--- src/rtl/rr_trace_write_ctrl.sv ---
// -----------------------------------------------------------------------------
// rr_trace_write_ctrl
//
// Trace-ring write controller. Packed logging beats from the merge tree go
// straight through to the write port with no added latency. The controller
// generates a byte address inside a ring buffer. When the ring fills, it either
// wraps back to the base or stops. It also limits the number of writes that are
// in flight but not yet acknowledged.
//
// Ports
//   clk, rstn            clock, asynchronous active-low reset
//   cfg_base             ring base byte address (sampled on accepted start)
//   cfg_size_beats       ring size in beats (sampled on accepted start, 0 = reject)
//   cfg_wrap             1 = wrap at end of ring, 0 = stop when full
//   cfg_start/cfg_stop   single-cycle control pulses
//   in_valid/in_ready    logging beat handshake, in_data is the beat payload
//   wr_valid/wr_ready    write issue handshake, wr_addr/wr_data describe it
//   wr_resp              one pulse per completed write
//   st_*                 status: FSM state, beat/wrap counters, outstanding
//                        writes, full/done flags, sticky response error
// -----------------------------------------------------------------------------
module rr_trace_write_ctrl #(
    parameter int ADDR_WIDTH      = 64,
    parameter int DATA_WIDTH      = 512,
    parameter int MAX_OUTSTANDING = 16,
    localparam int OW             = $clog2(MAX_OUTSTANDING + 1)
) (
    input  logic                  clk,
    input  logic                  rstn,
    input  logic [ADDR_WIDTH-1:0] cfg_base,
    input  logic [31:0]           cfg_size_beats,
    input  logic                  cfg_wrap,
    input  logic                  cfg_start,
    input  logic                  cfg_stop,
    input  logic                  in_valid,
    input  logic [DATA_WIDTH-1:0] in_data,
    output logic                  in_ready,
    output logic                  wr_valid,
    output logic [ADDR_WIDTH-1:0] wr_addr,
    output logic [DATA_WIDTH-1:0] wr_data,
    input  logic                  wr_ready,
    input  logic                  wr_resp,
    output logic [1:0]            st_state,
    output logic [31:0]           st_beats,
    output logic [31:0]           st_wraps,
    output logic [OW-1:0]         st_outstanding,
    output logic                  st_full,
    output logic                  st_done,
    output logic                  st_err
);

    localparam int BEAT_BYTES = DATA_WIDTH / 8;

    typedef enum logic [1:0] {
        ST_IDLE  = 2'd0,
        ST_RUN   = 2'd1,
        ST_DRAIN = 2'd2,
        ST_DONE  = 2'd3
    } state_t;

    state_t                r_state;
    state_t                w_next_state;
    logic [ADDR_WIDTH-1:0] r_addr;
    logic [31:0]           r_offset;
    logic [ADDR_WIDTH-1:0] r_base;
    logic [31:0]           r_size;
    logic                  r_wrap;
    logic [31:0]           r_beats;
    logic [31:0]           r_wraps;
    logic [OW-1:0]         r_out;
    logic                  r_full;
    logic                  r_err;

    logic                  w_start_ok;
    logic                  w_issue_ok;
    logic                  w_issue;
    logic                  w_last;

    // A start is honoured only from an idle or finished ring with a non-empty size.
    assign w_start_ok = cfg_start && (cfg_size_beats != 32'd0) &&
                        ((r_state == ST_IDLE) || (r_state == ST_DONE));
    assign w_issue_ok = (r_state == ST_RUN) && (r_out < OW'(MAX_OUTSTANDING));
    assign w_issue    = wr_valid && wr_ready;
    // The current issue lands in the final slot of the ring.
    assign w_last     = (r_offset == (r_size - 32'd1));

    // The write port passes the input through combinationally; back-pressure comes from the sink.
    assign wr_valid = in_valid && w_issue_ok;
    assign in_ready = wr_ready && w_issue_ok;
    assign wr_data  = in_data;
    assign wr_addr  = r_addr;

    assign st_state       = r_state;
    assign st_beats       = r_beats;
    assign st_wraps       = r_wraps;
    assign st_outstanding = r_out;
    assign st_full        = r_full;
    assign st_done        = (r_state == ST_DONE);
    assign st_err         = r_err;

    // Next-state selection for the ring control FSM.
    always_comb begin
        w_next_state = r_state;
        case (r_state)
            ST_IDLE: begin
                if (w_start_ok) begin
                    w_next_state = ST_RUN;
                end else begin
                    w_next_state = ST_IDLE;
                end
            end
            ST_RUN: begin
                // A non-wrapping ring that just filled its last slot stops like a stop request.
                if (w_issue && w_last && !r_wrap) begin
                    w_next_state = ST_DRAIN;
                end else if (cfg_stop) begin
                    w_next_state = ST_DRAIN;
                end else begin
                    w_next_state = ST_RUN;
                end
            end
            ST_DRAIN: begin
                if (r_out == '0) begin
                    w_next_state = ST_DONE;
                end else begin
                    w_next_state = ST_DRAIN;
                end
            end
            ST_DONE: begin
                if (w_start_ok) begin
                    w_next_state = ST_RUN;
                end else begin
                    w_next_state = ST_DONE;
                end
            end
            default: w_next_state = ST_IDLE;
        endcase
    end

    // FSM state register.
    always_ff @(posedge clk or negedge rstn) begin
        if (!rstn) begin
            r_state <= ST_IDLE;
        end else begin
            r_state <= w_next_state;
        end
    end

    // Latch the ring configuration and advance the write address and ring offset.
    always_ff @(posedge clk or negedge rstn) begin
        if (!rstn) begin
            r_addr   <= '0;
            r_offset <= 32'd0;
            r_base   <= '0;
            r_size   <= 32'd0;
            r_wrap   <= 1'b0;
        end else if (w_start_ok) begin
            r_addr   <= cfg_base;
            r_offset <= 32'd0;
            r_base   <= cfg_base;
            r_size   <= cfg_size_beats;
            r_wrap   <= cfg_wrap;
        end else if (w_issue) begin
            if (w_last && r_wrap) begin
                r_addr   <= r_base;
                r_offset <= 32'd0;
            end else begin
                r_addr   <= r_addr + ADDR_WIDTH'(BEAT_BYTES);
                r_offset <= r_offset + 32'd1;
            end
        end else begin
            r_addr   <= r_addr;
            r_offset <= r_offset;
        end
    end

    // Beat and wrap counters (saturating) and the ring-full flag.
    always_ff @(posedge clk or negedge rstn) begin
        if (!rstn) begin
            r_beats <= 32'd0;
            r_wraps <= 32'd0;
            r_full  <= 1'b0;
        end else if (w_start_ok) begin
            r_beats <= 32'd0;
            r_wraps <= 32'd0;
            r_full  <= 1'b0;
        end else if (w_issue) begin
            if (r_beats != 32'hFFFF_FFFF) begin
                r_beats <= r_beats + 32'd1;
            end else begin
                r_beats <= r_beats;
            end
            if (w_last && r_wrap && (r_wraps != 32'hFFFF_FFFF)) begin
                r_wraps <= r_wraps + 32'd1;
            end else begin
                r_wraps <= r_wraps;
            end
            if (w_last && !r_wrap) begin
                r_full <= 1'b1;
            end else begin
                r_full <= r_full;
            end
        end else begin
            r_beats <= r_beats;
            r_wraps <= r_wraps;
            r_full  <= r_full;
        end
    end

    // Outstanding-write credit counter. It counts in every state so that a drain can finish.
    always_ff @(posedge clk or negedge rstn) begin
        if (!rstn) begin
            r_out <= '0;
        end else if (w_issue && !wr_resp) begin
            r_out <= r_out + OW'(1);
        end else if (!w_issue && wr_resp && (r_out != '0)) begin
            r_out <= r_out - OW'(1);
        end else begin
            r_out <= r_out;
        end
    end

    // Sticky error for a response that has no matching outstanding write.
    always_ff @(posedge clk or negedge rstn) begin
        if (!rstn) begin
            r_err <= 1'b0;
        end else if (w_start_ok) begin
            r_err <= 1'b0;
        end else if (wr_resp && !w_issue && (r_out == '0)) begin
            r_err <= 1'b1;
        end else begin
            r_err <= r_err;
        end
    end

endmodule

--- config.mk ---
export PLATFORM = sky130hd
export DESIGN_NAME = rr_trace_write_ctrl
export DESIGN_NICKNAME = d
export VERILOG_FILES = /design/src/rtl/rr_trace_write_ctrl.sv
export SDC_FILE = /design/constraint.sdc
export NUM_CORES = 1
export LEC_CHECK = 0
export BUFFER_PORTS_ARGS = -buffer_cell sky130_fd_sc_hd__buf_4
export CAP_MARGIN = 20
export CORE_AREA = 3 3 495 497
export CTS_CLUSTER_DIAMETER = 40
export DETAILED_ROUTE_END_ITERATION = 10
export DIE_AREA = 0 0 498 500
export GPL_TIMING_DRIVEN = 0
export HOLD_SLACK_MARGIN = 0.12
export PLACE_DENSITY = 0.3
export SLEW_MARGIN = 5
export SYNTH_ARGS = -nofsm -noshare
export SYNTH_HDL_FRONTEND = slang
export SYNTH_SLANG_ARGS = --single-unit
--- constraint.sdc ---
create_clock -name clk -period 9.3 [get_ports clk]
set_input_delay 0.465 -clock clk [delete_from_list [all_inputs] [get_ports clk]]
set_output_delay 0.465 -clock clk [all_outputs]
set_load 0.005 [all_outputs]
== Word level (Yosys, flattened, before mapping) ==
Index checks and enable logic that the tools add are counted.
Word-level totals
  register bits: 266
  word-level logic and storage cells: 82
  output and inout bits: 652
  input port bits: 616
Operators by class
  equality and inequality tests: 6
  $lt $le $gt $ge: 1
  reductions and logical operators: 32
  add/sub/neg operators: 7
  mux-type cells: 25
Operators by type and width (number)
  2-to-1 mux 32 bit: 9
  2-to-1 mux 64 bit: 3
  adder 32 x 1 -> 32 bit, second input constant: 3
  adder 64 x 7 -> 64 bit, second input constant: 1
  inequality test 32 bit, second input constant: 2
  == test 32 bit: 1
  nonzero test 32 bit: 1
  subtractor 32 x 1 -> 32 bit, second input constant: 1
  logical AND 1 bit: 15
  nonzero test 2 bit: 6
  2-to-1 mux 5 bit: 2
  case mux 2 bit (4 select lines): 1
  2-to-1 mux 1 bit: 7
  2-to-1 mux 2 bit: 3
  AND reduction 2 bit: 3
  adder 5 x 1 -> 5 bit, second input constant: 1
  zero test 5 bit: 1
  less-than comparator 5 bit, second input constant: 1
  nonzero test 5 bit: 1
  subtractor 5 x 1 -> 5 bit, second input constant: 1
  == test 2 bit, second input constant: 2
  zero test 1 bit: 3
  == test 2 x 1 -> 1 bit, second input constant: 1
  zero test 2 bit: 1
  logical OR 1 bit: 1

== Logic depth before layout (Yosys ltp) ==
  depth in word-level cells: 9
  depth in mapped cells: 15
  depth with buffers taken out: 11

== Worst setup path before layout ==
Ideal clock, no wire load.
  path kind: register -> register
  start: register r_size[0]
  end: register r_wraps[31] (netlist: st_wraps[31])
  library setup time: 120 ps
  path buffers: 2
  required time: 9180 ps
  clock period less this slack: 3711 ps
  slack: 5589 ps
  arrival: 3590 ps
  stages on the path, launching flop included: 12
  path through: dfrtp_1 > or4_1 > buf_2 > nor4_4 > nand3_1 > mux2i_1 > or4b_4 > or4_1 > buf_6 > nor4_4 > a31oi_1 > a41o_1
On the way
  word-level cells in the longest chain between the ends: 6
RTL lines
  start: declaration: RTL line 66  | logic [31:0] r_size;
  start signal: assignment: RTL line 161  | r_size <= cfg_size_beats;
  subtractor 32 x 1 -> 32 bit: RTL line 85  | assign w_last = (r_offset == (r_size - 32'd1));
  == test 32 bit: RTL line 85
  logical AND 1 bit (2 in a row): RTL line 193  | if (w_last && r_wrap && (r_wraps != 32'hFFFF_FFFF)) begin
  nonzero test 2 bit (no source line)
  AND reduction 2 bit (no source line)
  end signal: assignment: RTL line 194  | r_wraps <= r_wraps + 32'd1;
  end signal: assignment: RTL line 196  | r_wraps <= r_wraps;
  end signal: assignment: RTL line 205  | r_wraps <= r_wraps;
  end: declaration: RTL line 69  | logic [31:0] r_wraps;
No other way between the ends.
A chain may end at the register's enable or synchronous reset.

== Final worst setup path ==
  start: register r_size[4]
  end: register r_addr[59] (netlist: wr_addr[59])
On the way
  word-level cells in the longest chain between the ends: 6
RTL lines
  subtractor 32 x 1 -> 32 bit: RTL line 85
  == test 32 bit: RTL line 85
  logical AND 1 bit: RTL line 164  | if (w_last && r_wrap) begin
  2-to-1 mux 64 bit: RTL line 164
  2-to-1 mux 64 bit: RTL line 163  | end else if (w_issue) begin
  2-to-1 mux 64 bit: RTL line 157  | end else if (w_start_ok) begin
  end signal: assignment: RTL line 158  | r_addr <= cfg_base;
  end signal: assignment: RTL line 165  | r_addr <= r_base;
  end signal: assignment: RTL line 168  | r_addr <= r_addr + ADDR_WIDTH'(BEAT_BYTES);
  end: declaration: RTL line 63  | logic [ADDR_WIDTH-1:0] r_addr;
No other way between the ends. The select of a mux whose other input is x is not followed.

==> results.py <==
metrics = {
    "outcome": {
        "status": "completed",
    },
    "hold_path": {
        "whs_endpoint": "r_base[60]",
        "hp-class": "in2reg",
        "whs_path_depth": 3,
        "min-delay-start": "cfg_base[60]",
    },
    "synthesis": {
        "synth_commonest_cells": "buf_4, nand2_1, dfrtp_1, nor2_1, nand3_1",
        "synth_top_area_cell": "dfrtp_1",
        "netlist_area_um2": 18800,
        "ys_warn_count": 0,
        "synth_cell_type_count": 71,
        "syn_nets": 2929,
        "synthFlopType": "dfrtp_1",
        "ys_ff_latch": 266,
        "synth_area_per_cell_um2": 8.15,
        "synth_most_common_cell": "buf_4",
        "synth_top_cell_area_share_pct": 35.5,
        "synthCells": 2300,
        "ys_seq_area_share_pct": 35.5,
        "ys_top_cells_by_area": "dfrtp_1, buf_4, nand2_1",
        "synth_edf_count": 0,
        "async_reset_ff_share_pct": 100,
    },
    "sta": {
        "maxSlewHeadroom_pct": 24.2,
        "setup-violations-final": 0,
        "worstMarginPinSlew_ns": 1.14,
        "post-route-min-period_ns": 5.94,
        "worst_slack_ns": 3.36,
        "fin_skew_ns": 0.0619,
        "fin_tns_setup_ns": 0,
        "hold_viol": 0,
        "grt_setup_unrepaired": "no",
        "final_max_slew_viol_count": 0,
        "period_share_pct": 63.9,
        "fmax_mhz": 168,
    },
    "die": {
        "die_area_um2": 249000,
        "die_w_um": 498,
        "rows": 180,
        "fp.dieH_um": 500,
        "initial_core_util_pct": 7.79,
        "ioPinCount": 1268,
        "core_area_um2": 241000,
    },
    "route": {
        "via_per_inst": 3.11,
        "routed_wl_um": 137000,
        "antenna_left": 0,
        "via_count": 20100,
        "first_pass_iters": 5,
        "drt-initial-drc-count": 930,
        "wl_per_cell_um": 21.1,
        "drc": 0,
    },
    "placed_design": {
        "dpl.hpwl_um": 114000,
        "portBuffers": 755,
        "post-place-ws_ns": 3.23,
        "gp_congestion": 0.788,
    },
    "worst_setup_path": {
        "reg2reg_depth": 12,
        "ff2ff_setup_slack_ns": 3.36,
        "startpoint_type": "flip-flop",
        "cp_max_fo": 10,
        "critical_path_class": "reg2reg",
        "arrival_ns": 6.48,
        "worst_ep_required_time_ns": 9.84,
        "r2r_start": "r_size[4]",
        "rr_endpoint": "wr_addr[59]",
        "end_kind": "flip-flop",
    },
    "clock_network": {
        "cts_tree": "yes",
        "cts_setup_buffers": 0,
        "cts-root-buf": "clkbuf_16",
        "cts_buffer_depth": 3,
        "clk_pin_slew_worst_paths_ns": 0.05,
        "clock-sinks": 266,
        "htree_levels": 2,
        "clk-insertion-delay-late_ns": 0.67,
        "cts_buffers": 60,
    },
    "grt": {
        "overflow": 0,
        "grt_max_degree": 85,
        "grt.total_usage_pct": 10.4,
        "grt_pass1_vias": 20700,
        "antenna_found_initial": 50,
        "grt_pass1_wl_um": 180000,
    },
    "power": {
        "peakVddDrop_v": 0.000149,
        "p_int_w": 0.00409,
        "power_frac_seq_pct": 26.7,
        "p_sw_share_pct": 41.4,
        "p_comb_share_pct": 40.1,
        "p_per_area_nw_per_um2": 219,
        "pwr-share-clk_pct": 33.1,
        "p_sw_w": 0.00289,
        "leakagePower_nw": 14.3,
    },
    "final_layout": {
        "drive_above_1_share_pct": 44.3,
        "area_delta_synth_final_pct": 70.4,
        "nets": 3869,
    },
    "job": {
        "cap_viol_max_count": 0,
    },
}
## power groups by stage
stage	Sequential, W	Clock [W]	Combinational, W
after floorplan	0.00175	0	0.00137
after global placement	0.00189	0	0.00282
after detailed placement	0.00189	0	0.00288
after CTS	0.00187	0.00240	0.00294
after global routing	0.00192	0.00244	0.00313
final	0.00187	0.00232	0.00280
## per-stage QoR
| stage | total power, W | cell area [um^2] | hold slack [ns] | std cells | util, % |
|---|---|---|---|---|---|
| 3_5_place_dp | 0.00477 | 28800 | 0.402 | 6262 | 11.9 |
| 4_1_cts | 0.00720 | 31900 | 0.149 | 6472 | 13.3 |
| 3_3_place_gp | 0.00471 | 28400 | 0.450 | 6240 | 11.8 |
| 6_report | 0.00699 | 32000 | 0.229 | 6481 | 13.3 |
| 2_1_floorplan | 0.00312 | 18800 | 0.169 | 2300 | - |
| 5_1_grt | 0.00749 | 32000 | 0.197 | 6479 | 13.3 |
## placed cells by master (no fill, tap or decap), types with 13 or more instances in the layout
master	count
o211ai_1	16
mux2i_1	13
and3_1	35
buf_8	13
xnor2_1	51
a41oi_1	20
or3_1	16
nand2_1	450
buf_1	13
clkbuf_1	72
dlygate4sd3_1	99
xor2_1	51
dfrtp_1	266
buf_2	13
o21ai_0	79
clkbuf_16	60
nor2_1	122
and4_1	13
buf_4	1269
nand3_1	92
a21oi_1	79
a31oi_1	30
nand4_1	48
or4_1	15
inv_1	17
nor4_1	43
nor3_1	56
## critical path: stages, from the launching register on
cell	delay [ns]
dfrtp_1	0.35
clkbuf_1	0.27
nor4_1	0.84
nand4_1	0.30
nor3_1	0.35
mux2i_2	0.76
nand4_1	0.27
nor4_1	0.62
clkbuf_1	0.90
clkbuf_1	0.73
a21oi_1	0.09
o21ai_0	0.25
nand2_1	0.07
## kinds of logic after synthesis
kind of cell	Yosys count	share of synthesized area [%]
DFF	266	35.5
AOI/OAI and AO/OA	301	10.2
buffers and inverters	631	23.0
and+or+nand+nor	970	24.7
adders and majority gates	13	0.907
xor gates and xnor gates	102	4.76
muxes	17	0.927
## per-layer routing
layer  track usage (%)  routed length [um]  up-vias
li1                  -                   -     9280
met1              11.6               52000     9675
met2              19.3               71400      997
met3              2.56                9010      166
met4              2.97                4090       26
met5                 0                 155        -
## timing repair
action,in CTS,in global routing
hold buffers,99,0
hold endpoints to repair,223,0
resized for setup,0,0
## worst max path at each step
stage,endpoint,start,slack (ns)
after floorplan,st_wraps[31],r_size[0],5.59
after global placement,r_offset[9],r_size[4],2.85
after detailed placement,wr_addr[59],r_size[4],3.23
after CTS,wr_addr[59],r_size[4],3.19
after global routing,wr_addr[19],r_size[4],3.05
final,wr_addr[59],r_size[4],3.36
## flip-flops by register name, indices dropped and copies added, names as in the netlist
| name | flops |
|---|---|
| st_full | 1 |
| r_offset | 32 |
| st_err | 1 |
| r_size | 32 |
| wr_addr | 64 |
| r_wrap | 1 |
| st_beats | 32 |
| r_base | 64 |
| st_wraps | 32 |
| st_outstanding | 5 |
| st_state | 2 |
## final cells by class
cell class,count,area (um^2)
sequential,266,6660
timing repair buffer,878,7010
fill,27700,209000
antenna,7,17.5
buffer,614,4260
multi-input combinational,1403,7800
clock inverter,41,553
clock buffer,70,1620
tap,3185,3990
inverter,17,63.8
Note: power is estimated with default switching activity, not from simulation.
